--- config.mk ---
export PLATFORM = sky130hd
export DESIGN_NAME = beat_display_sequencer
export DESIGN_NICKNAME = d
export VERILOG_FILES = /design/src/rtl/beat_display_sequencer.sv
export SDC_FILE = /design/constraint.sdc
export NUM_CORES = 1
export LEC_CHECK = 0
export CORE_ASPECT_RATIO = 0.75
export CORE_MARGIN = 4
export CORE_UTILIZATION = 55
export CTS_CLUSTER_DIAMETER = 30
export DETAILED_ROUTE_END_ITERATION = 10
export PLACE_DENSITY = 0.79
export SLEW_MARGIN = 20
export SYNTH_ARGS = -nofsm -noshare
export SYNTH_HDL_FRONTEND = slang
export SYNTH_SLANG_ARGS = --single-unit
--- constraint.sdc ---
create_clock -name clk_i -period 2.1 [get_ports clk_i]
set_input_delay 0.315 -clock clk_i [delete_from_list [all_inputs] [get_ports clk_i]]
set_output_delay 0.315 -clock clk_i [all_outputs]
set_load 0.03 [all_outputs]
--- src/rtl/beat_display_sequencer.sv ---
// Frame-synchronous beat/BPM scheduler for the VGA overlay: beat_pulse and bpm_estimate
// only move on a vsync falling edge (or a watchdog tick when vsync stalls).
module beat_display_sequencer #(
   parameter int HOLD_FRAMES    = 4,
   parameter int DECAY_FRAMES   = 2,
   parameter int MIN_BPM        = 40,
   parameter int MAX_BPM        = 240,
   parameter int BPM_RESET      = 120,
   parameter int TIMEOUT_CYCLES = 1_000_000
) (
   input  logic       clk_i,
   input  logic       reset_i,
   input  logic       beat_valid_i,
   input  logic [1:0] beat_level_i,
   output logic       beat_ready_o,
   input  logic       bpm_valid_i,
   input  logic [8:0] bpm_in_i,
   input  logic       vga_vs_i,
   output logic [1:0] beat_pulse_o,
   output logic [8:0] bpm_estimate_o,
   output logic       busy_o
);

   localparam logic [1:0] ST_IDLE  = 2'd0;
   localparam logic [1:0] ST_HOLD  = 2'd1;
   localparam logic [1:0] ST_DECAY = 2'd2;

   localparam int MAX_FRAMES = (HOLD_FRAMES > DECAY_FRAMES) ? HOLD_FRAMES : DECAY_FRAMES;
   localparam int CNT_W      = $clog2(MAX_FRAMES + 1);
   localparam int WD_W       = (TIMEOUT_CYCLES > 1) ? $clog2(TIMEOUT_CYCLES) : 1;

   localparam logic [8:0]       MIN_V    = 9'(MIN_BPM);
   localparam logic [8:0]       MAX_V    = 9'(MAX_BPM);
   localparam logic [8:0]       RESET_V  = 9'(BPM_RESET);
   localparam logic [CNT_W-1:0] HOLD_LD  = CNT_W'(HOLD_FRAMES - 1);
   localparam logic [CNT_W-1:0] DECAY_LD = CNT_W'(DECAY_FRAMES - 1);
   localparam logic [WD_W-1:0]  WD_LAST  = WD_W'(TIMEOUT_CYCLES - 1);

   logic             vs_q;
   logic [WD_W-1:0]  wd_q, wd_d;
   logic             wd_tick, frame_tick;
   logic             pend_v_q, pend_v_d;
   logic [1:0]       pend_level_q, pend_level_d;
   logic [8:0]       shadow_q, shadow_d, bpm_clamped;
   logic [8:0]       bpm_q, bpm_d;
   logic [1:0]       pulse_q, pulse_d;
   logic [1:0]       state_q, state_d;
   logic [CNT_W-1:0] cnt_q, cnt_d;
   logic             accept;

   assign wd_tick    = (wd_q == WD_LAST);
   assign frame_tick = (vs_q & ~vga_vs_i) | wd_tick;
   assign accept     = beat_valid_i & ~pend_v_q;

   always_comb begin
      wd_d = frame_tick ? '0 : wd_q + 1'b1;

      if (bpm_in_i < MIN_V)      bpm_clamped = MIN_V;
      else if (bpm_in_i > MAX_V) bpm_clamped = MAX_V;
      else                       bpm_clamped = bpm_in_i;
      shadow_d = bpm_valid_i ? bpm_clamped : shadow_q;

      // accept only happens with the buffer empty, so clear and load never collide
      pend_v_d     = pend_v_q;
      pend_level_d = pend_level_q;
      if (frame_tick) pend_v_d = 1'b0;
      if (accept && beat_level_i != 2'd0) begin
         pend_v_d     = 1'b1;
         pend_level_d = beat_level_i;
      end
   end

   always_comb begin
      state_d = state_q;
      pulse_d = pulse_q;
      cnt_d   = cnt_q;
      bpm_d   = bpm_q;
      if (frame_tick) begin
         bpm_d = shadow_q;
         if (pend_v_q) begin
            state_d = ST_HOLD;
            pulse_d = pend_level_q;
            cnt_d   = HOLD_LD;
         end else if (state_q == ST_HOLD || state_q == ST_DECAY) begin
            if (cnt_q != '0) begin
               cnt_d = cnt_q - 1'b1;
            end else begin
               pulse_d = pulse_q - 2'd1;
               if (pulse_q == 2'd1) begin
                  state_d = ST_IDLE;
               end else begin
                  state_d = ST_DECAY;
                  cnt_d   = DECAY_LD;
               end
            end
         end else begin
            state_d = ST_IDLE;
            pulse_d = 2'd0;
         end
      end
   end

   always_ff @(posedge clk_i or posedge reset_i) begin
      if (reset_i) begin
         vs_q         <= 1'b1;
         wd_q         <= '0;
         pend_v_q     <= 1'b0;
         pend_level_q <= 2'd0;
         shadow_q     <= RESET_V;
         bpm_q        <= RESET_V;
         pulse_q      <= 2'd0;
         state_q      <= ST_IDLE;
         cnt_q        <= '0;
      end else begin
         vs_q         <= vga_vs_i;
         wd_q         <= wd_d;
         pend_v_q     <= pend_v_d;
         pend_level_q <= pend_level_d;
         shadow_q     <= shadow_d;
         bpm_q        <= bpm_d;
         pulse_q      <= pulse_d;
         state_q      <= state_d;
         cnt_q        <= cnt_d;
      end
   end

   assign beat_ready_o   = ~pend_v_q;
   assign beat_pulse_o   = pulse_q;
   assign bpm_estimate_o = bpm_q;
   assign busy_o         = (state_q != ST_IDLE) | pend_v_q;

endmodule

## Word-level counts from Yosys, hierarchy flattened

Index checks and enable logic that the tools add are counted.

| storage, ports and cells | value |
|---|---|
| bits in registers | 49 |
| latch bits | 0 |
| bits in writable memories | 0 |
| ROM bits | 0 |
| input port bits | 16 |
| output and inout bits | 13 |
| word-level logic and storage cells | 51 |
| memories kept | 0 |

| cells by class | value |
|---|---|
| add/subtract/negate cells | 3 |
| multipliers | 0 |
| divide/modulo/power cells | 0 |
| order comparisons | 2 |
| equality and inequality tests | 6 |
| shift operators | 0 |
| mux-type cells | 16 |
| bitwise operators | 6 |
| reductions and logical operators | 9 |

Operators with widths:

| operator | number |
|---|---|
| adder 20 x 1 -> 20 bit, second input constant | 1 |
| == test 20 bit, second input constant | 1 |
| 2-to-1 mux 20 bit | 1 |
| 2-to-1 mux 9 bit | 2 |
| 2-to-1 mux 2 bit | 7 |
| 2-to-1 mux 3 bit | 4 |
| > comparator 9 x 8 -> 1 bit, second input constant | 1 |
| less-than comparator 9 x 6 -> 1 bit, second input constant | 1 |
| nonzero test 2 bit | 4 |
| != test 3 bit, second input constant | 2 |
| == test 2 x 1 -> 1 bit, second input constant | 2 |
| AND reduction 3 bit | 1 |
| nonzero test 3 bit | 1 |
| subtractor 3 x 1 -> 3 bit, second input constant | 1 |
| AND 1 bit | 2 |
| == test 2 bit, second input constant | 1 |
| 2-to-1 mux 1 bit | 2 |
| NOT 1 bit | 2 |
| OR 1 bit | 2 |
| AND reduction 2 bit | 1 |
| subtractor 2 x 1 -> 2 bit, second input constant | 1 |
| logical AND 1 bit | 1 |
| logical OR 1 bit | 1 |

## Logic depth before layout (Yosys ltp)

Gate-level depths: netlist of the first run.

| logic depth | value |
|---|---|
| depth after elaboration | 5 |
| depth in mapped cells | 7 |

## Worst setup path before layout of the first run

No wires, ideal clock.

| timing | value |
|---|---|
| path kind | register to register |
| from | register wd_q[0] |
| to | register bpm_q[0], in the netlist bpm_estimate_o[0] |
| data arrival time | 1.684 ns |
| slack | 0.292 ns |
| stages on the path, launching flop included | 7 |
| path buffers | 1 |
| cells stage by stage | dfrtp_1 -> ha_1 -> nand3_2 -> nor4_2 -> a31o_2 -> buf_4 -> mux2_2 |

| on the way | value |
|---|---|
| word-level cells in the longest chain between the ends | 2 |

RTL lines:

| item | line | RTL |
|---|---|---|
| start: declaration | 40 | `logic [WD_W-1:0] wd_q, wd_d;` |
| start signal: assignment | 116 | `wd_q <= wd_d;` |
| == test 20 bit | 51 | `assign wd_tick = (wd_q == WD_LAST);` |
| OR 1 bit | 52 | `assign frame_tick = (vs_q & ~vga_vs_i) \| wd_tick;` |
| end signal: assignment | 120 | `bpm_q <= bpm_d;` |
| end: declaration | 45 | `logic [8:0] bpm_q, bpm_d;` |

Every way passes these cells.
A chain may end at the register's enable or synchronous reset.

## Worst setup path after layout of the first run

| timing | value |
|---|---|
| from | register pend_v_q |
| to | output busy_o |

| on the way | value |
|---|---|
| word-level cells in the longest chain between the ends | 1 |

RTL lines:

| item | line | RTL |
|---|---|---|
| start: declaration | 42 | `logic pend_v_q, pend_v_d;` |
| start signal: assignment | 117 | `pend_v_q <= pend_v_d;` |
| OR 1 bit | 130 | `assign busy_o = (state_q != ST_IDLE) \| pend_v_q;` |
| end: declaration | 21 | `output logic busy_o` |

Every way passes these cells.

==> results of run 1 <==
==> repair_timing <==
action / 4_1_cts / 5_1_grt
setup endpoints to repair: 0 / 10
resized for setup: 0 / 2
setup buffers: 0 / 1
==> worst max-delay path: stages (launching register included) <==
cell	delay, ps
dfrtp_1	470
inv_1	180
nand2_1	90
clkdlybuf4s50_1	660
==> worst paths after layout <==
| kind | slack [ps] | end | cells after the start |
|---|---|---|---|
| min in group clk_i | 490 | pend_level_q[1] | 2 |
| max reg2reg | 120 | bpm_estimate_o[7] | 6 |
| max in group asynchronous | 1450 | vs_q | 3 |
| min reg2reg | 490 | pend_level_q[1] | 2 |
| max | 90 | busy_o | 3 |
| min | 360 | wd_q[11] | 3 |
==> per-layer routing <==
metal | wire (um) | part of all wire | track usage
met1 | 2150 | 0.50 | 0.240
met2 | 1940 | 0.45 | 0.264
met3 | 200 | 0.046 | 0.0515
met4 | 23 | 0.0053 | 0.0367
met5 | 0 | 0 | 0
==> metrics by stage <==
| step | cells | hold WS, ps | area [um^2] | utilization |
|---|---|---|---|---|
| after CTS | 308 | 376 | 2770 | 0.682 |
| after detailed placement | 300 | 463 | 2690 | 0.663 |
| after floorplan | 218 | 319 | 2310 | - |
| final | 309 | 362 | 2790 | 0.687 |
| after global placement | 300 | 458 | 2690 | 0.663 |
| after global routing | 309 | 404 | 2790 | 0.687 |
==> power by group <==
part / internal [mW] / switching (mW) / total [mW]
Clock: 0.237 / 0.286 / 0.523
Sequential: 1.09 / 0.125 / 1.21
Combinational: 0.279 / 0.316 / 0.595
Total: 1.60 / 0.727 / 2.33
==> sequential cells by signal, summed over array words and instances, names as in the netlist, 2 cells and up <==
register and cells:
pend_level_q 2, shadow_q 9, beat_pulse_o 2, state_q 2, bpm_estimate_o 9, cnt_q 3, wd_q 20
==> layout make-up <==
class | count | area (um^2)
clock buffer | 8 | 80.1
fill | 326 | 1270
multi-input combinational | 152 | 1010
sequential | 49 | 1240
timing repair buffer | 34 | 350
tap | 55 | 68.8
inverter | 11 | 41.3
==> cell families (layout without fill, tap and decap cells) <==
family | after synthesis | after routing
simple gates | 93 | 93
xor+xnor | 18 | 18
fa+ha+maj | 3 | 3
compound gates | 27 | 27
mux | 11 | 11
flops | 49 | 49
buf+inv | 17 | 53
==> placed cells by master, fill, tap and decap left out, types with 3 or more instances in the layout <==
master,count
dfrtp_1,40
clkbuf_1,3
clkbuf_8,5
buf_4,4
a21oi_1,6
nor2_1,28
xnor2_1,9
nor3_1,7
mux2_2,10
nand3_1,6
xor2_1,9
inv_1,10
o21ai_0,7
and3_1,6
dfstp_2,9
nand2b_1,3
nand4_1,5
clkdlybuf4s50_1,28
nand2_1,19
nor2b_1,3
==> flow_summary.toml, run 1 <==
[status]
status = "finished, final reports clean"

[yosys]
synth.avg_cell_area_um2 = 10.6
synth_area_leaders = "dfrtp_1 43%, dfstp_2 10%, mux2_2 4.9%"
synth_top_area_cell = "dfrtp_1"
ys_seq_elements = 49
synthTopCellsByCount = "40 x dfrtp_1, 28 x nor2_1, 19 x nand2_1, 11 x inv_1, 10 x mux2_2"
syn_inst = 218
ys_warn_count = 0
synthArstFlopShare = 1.00
synth-xor-area-share = 0.0681
synthFlopType = "dfrtp_1"
synth-compound-area-share = 0.0773
synth_top_family_by_area = "simple AND/OR/NAND/NOR gates"
synth_area_mm2 = 0.00231
synth_edf_count = 0
syn_nets = 237
synth_cell_types = 45
synth.area.mux_share = 0.0530
synth_simple_gate_area_share = 0.216
synth_top_area_frac = 0.433
yosysSeqAreaShare = 0.535
yosysMostFrequentCell = "dfrtp_1"
synth-adder-area-share = 0.0162

[setup_path]
path_class = "register to output pin"
critPathArrivalTime_ps = 1700
cp.required_ps = 1780
end_kind = "output pin"
crit_path_start = "pend_v_q"
worstPathMaxFanout = 6
start_kind = "register"
reg2reg_from = "wd_q[0]"

[clock_tree]
tritoncts = "built"
clk-insertion-delay-late_ps = 300
hold_buffers = 0
root_buffer = "clkbuf_8"
clk_path_buf_depth = 2
clkTransAtPathRegs_ps = 90
cts.sinks = 49
cts_made_buffers = 5
cts_max_level = 2

[timing]
clock_skew_ps = 10.4
maxSlewHeadroom = 0.641
worstMarginPinSlew_ps = 531
fin_tns_setup_ps = 0
fin_ws_ps = 86.9
period_needed_ps = 2010
slew_viol_final = 0
fmax_mhz = 497
setup_violations = 0
min_period_over_period = 0.959
hold_viol = 0

[routing]
routed_wl_mm = 4.31
drc = 0
drt-pass1-iter-count = 4
ant_nets = 0
num_vias = 1663
drtIter0Drc = 114
wl_per_cell_um = 14.0
viasPerCell = 5.38

[global_routing]
grt_pass1_wl_mm = 7.47
grt.total_usage = 0.171
overflow = 0
grt_max_degree = 50
antenna_found_initial = 0
first_global_vias = 1678

[floorplan]
std_cell_rows = 20
start_util = 0.571
fp.dieH_um = 64.2
fp.dieArea_mm2 = 0.00532
core_mm2 = 0.00405
die_w_um = 82.9
num_io_pins = 29

[place]
hpwl_mm = 3.10
pre_cts_slack_ps = 123
port-buffer-count = 28
place_congestion = 0.833

[finish]
diodes = 0
final_layout_size_suffix_gt1_frac = 0.157
layout.nets = 272
area_growth_pct = 20.4

[job]
drv_cap = 0

[worst_hold_path]
hold_class = "primary input to asynchronous set/reset pin"

[pwr]
finalPower_mw = 2.33
p_per_area_mw_per_mm2 = 836
p_leak_nw = 1.19
vdd_drop_max_v = 0.000501
No activity file was read; power rests on OpenSTA's default activity.
==> run 2, diff against run 1 <==
--- a/config.mk
+++ b/config.mk
@@ -11,6 +11,7 @@
 export CTS_CLUSTER_DIAMETER = 30
 export DETAILED_ROUTE_END_ITERATION = 10
 export PLACE_DENSITY = 0.79
+export REMOVE_ABC_BUFFERS = 1
 export SLEW_MARGIN = 20
 export SYNTH_ARGS = -nofsm -noshare
 export SYNTH_HDL_FRONTEND = slang
==> flow_summary.toml, run 2 (synthesized netlist as in run 1, its figures left out) <==
[clock_tree]
post_cts_buffers = 0
clkTransAtPathRegs_ps = 90
cts_made_buffers = 5
cts_max_level = 2
cts_resized = 0
cts.sinks = 49
hold_buffers = 0
clk_path_buf_depth = 2
clk-insertion-delay-late_ps = 290
root_buffer = "clkbuf_8"
tritoncts = "built"

[finish]
area_growth_pct = 20.0
multi_input_area_um2 = 996
regMostFlops = "wd_q"
diodes = 0
final_layout_size_suffix_gt1_frac = 0.161
mostFrequentLayoutCells = "40 x dfrtp_1, 28 x nor2_1, 28 x clkdlybuf4s50_1"
final_util = 0.685
largest_reg_flops = 20
final_common_cell = "dfrtp_1"
final_area_mm2 = 0.00278
layout.nets = 272
nFillCells = 320
regArea_mm2 = 0.00124

[routing]
drtIter0Drc = 93
drt-pass1-iter-count = 4
viasPerCell = 5.48
ant_nets = 0
drc = 0
wl_per_cell_um = 14.6
routed_wl_mm = 4.52
num_vias = 1694

[timing]
fmax_mhz = 500
clock_skew_ps = 4.70
maxSlewHeadroom = 0.662
rsz0062_at_grt = "no"
fin_hold_ws_ps = 326
period_needed_ps = 2000
setup_violations = 0
fin_tns_setup_ps = 0
min_period_over_period = 0.952
worstMarginPinSlew_ps = 501
slew_viol_final = 0
hold_viol = 0

[setup_path]
cp.required_ps = 2280
cp_slowest_cell = "dfrtp_1"
start_kind = "register"
end_kind = "register"
path_class = "register to register"
crit_family = "simple AND/OR/NAND/NOR gates"
max_stage_delay_ps = 420
crit_buf_inv = 1
worstPathMaxFanout = 23
crit_chain = "ha_1 -> nand3_2 -> nor4_2 -> a31o_2 -> buf_12 -> mux2_2"
critPathArrivalTime_ps = 2180

[place]
port-buffer-count = 28
hpwl_mm = 3.36
place_congestion = 0.811
dpl_cell_area_mm2 = 0.00268

[pwr]
clockPowerShare = 0.242
vdd_drop_max_v = 0.000486
finalPower_mw = 2.38
sw_frac_of_total = 0.316
comb_power_share = 0.249
power_frac_seq = 0.509
p_per_area_mw_per_mm2 = 856
p_int_mw = 1.63
p_leak_nw = 1.18
switchingPower_mw = 0.750

[global_routing]
grt.total_usage = 0.184
overflow = 0
grt_max_degree = 24
first_global_vias = 1673
grt_pass1_wl_mm = 7.87
antenna_found_initial = 0

[floorplan]
num_io_pins = 29
die_w_um = 82.9
fp.dieArea_mm2 = 0.00532
fp.dieH_um = 64.2
start_util = 0.571
std_cell_rows = 20
core_mm2 = 0.00405

[job]
drv_cap = 0

[worst_hold_path]
hold_class = "primary input to asynchronous set/reset pin"

[status]
status = "finished, final reports clean"
==> run 2: changes by cell type in the layout (fill, tap and decap cells not counted) <==
cell | before | now
clkbuf_1 | 3 | 1
buf_12 | 2 | 1
buf_4 | 4 | 5
clkbuf_8 | 5 | 6
clkinvlp_4 | 0 | 1
ha_1 | 2 | 3
ha_2 | 1 | 0
nor4_2 | 0 | 1
nor4_4 | 2 | 1
==> run 2: stage by stage <==
step	worst slack (ps)	std cells
floorplan	3.94	212
global placement	188	301
detailed placement	115	301
CTS	97.1	309
global route	8.91	309
finish	99.9	309
==> run 2: worst reg2reg max path, cell delays in order, from the launching register on <==
cell and delay (ps):
dfrtp_1 420, ha_1 240, nand3_2 130, nor4_2 340
a31o_2 240, buf_12 170, mux2_2 350
==> run 2: final cells by class <==
cell class / instances / share of cell area
timing repair buffer: 34 / 0.122
tap: 55 / 0.0248
multi-input combinational: 152 / 0.359
sequential: 49 / 0.446
inverter: 11 / 0.0149
clock inverter: 1 / 0.00271
clock buffer: 7 / 0.0311
==> run 2: worst paths after layout <==
path / startpoint / endpoint / slack, ps / cells past startpoint
worst max-delay path: wd_q[0] / bpm_estimate_o[7] / 100 / 6
worst min-delay path: reset_i / pend_level_q[0] / 330 / 2
worst max register to register: wd_q[0] / bpm_estimate_o[7] / 100 / 6
worst min register to register: shadow_q[3] / shadow_q[3] / 490 / 2
max in group asynchronous: reset_i / vs_q / 1210 / 3
min in group clk_i: vga_vs_i / vs_q / 480 / 1
==> run 2: power by group through the flow <==
| stage | clock, mW | combinational (mW) | sequential [mW] |
|---|---|---|---|
| 3_3_place_gp | 0 | 0.578 | 1.21 |
| 5_1_grt | 0.638 | 0.647 | 1.23 |
| 6_report | 0.575 | 0.590 | 1.21 |
| 4_1_cts | 0.582 | 0.596 | 1.21 |
| 2_1_floorplan | 0 | 0.293 | 1.28 |
| 3_5_place_dp | 0 | 0.590 | 1.22 |
==> run 2: metal layers <==
| layer | GRT usage | wire length (um) | up-vias |
|---|---|---|---|
| li1 | - | - | 830 |
| met1 | 0.255 | 2240 | 833 |
| met2 | 0.282 | 2050 | 29 |
| met3 | 0.0515 | 209 | 2 |
| met4 | 0.0551 | 21 | 0 |
| met5 | 0 | 0 | - |
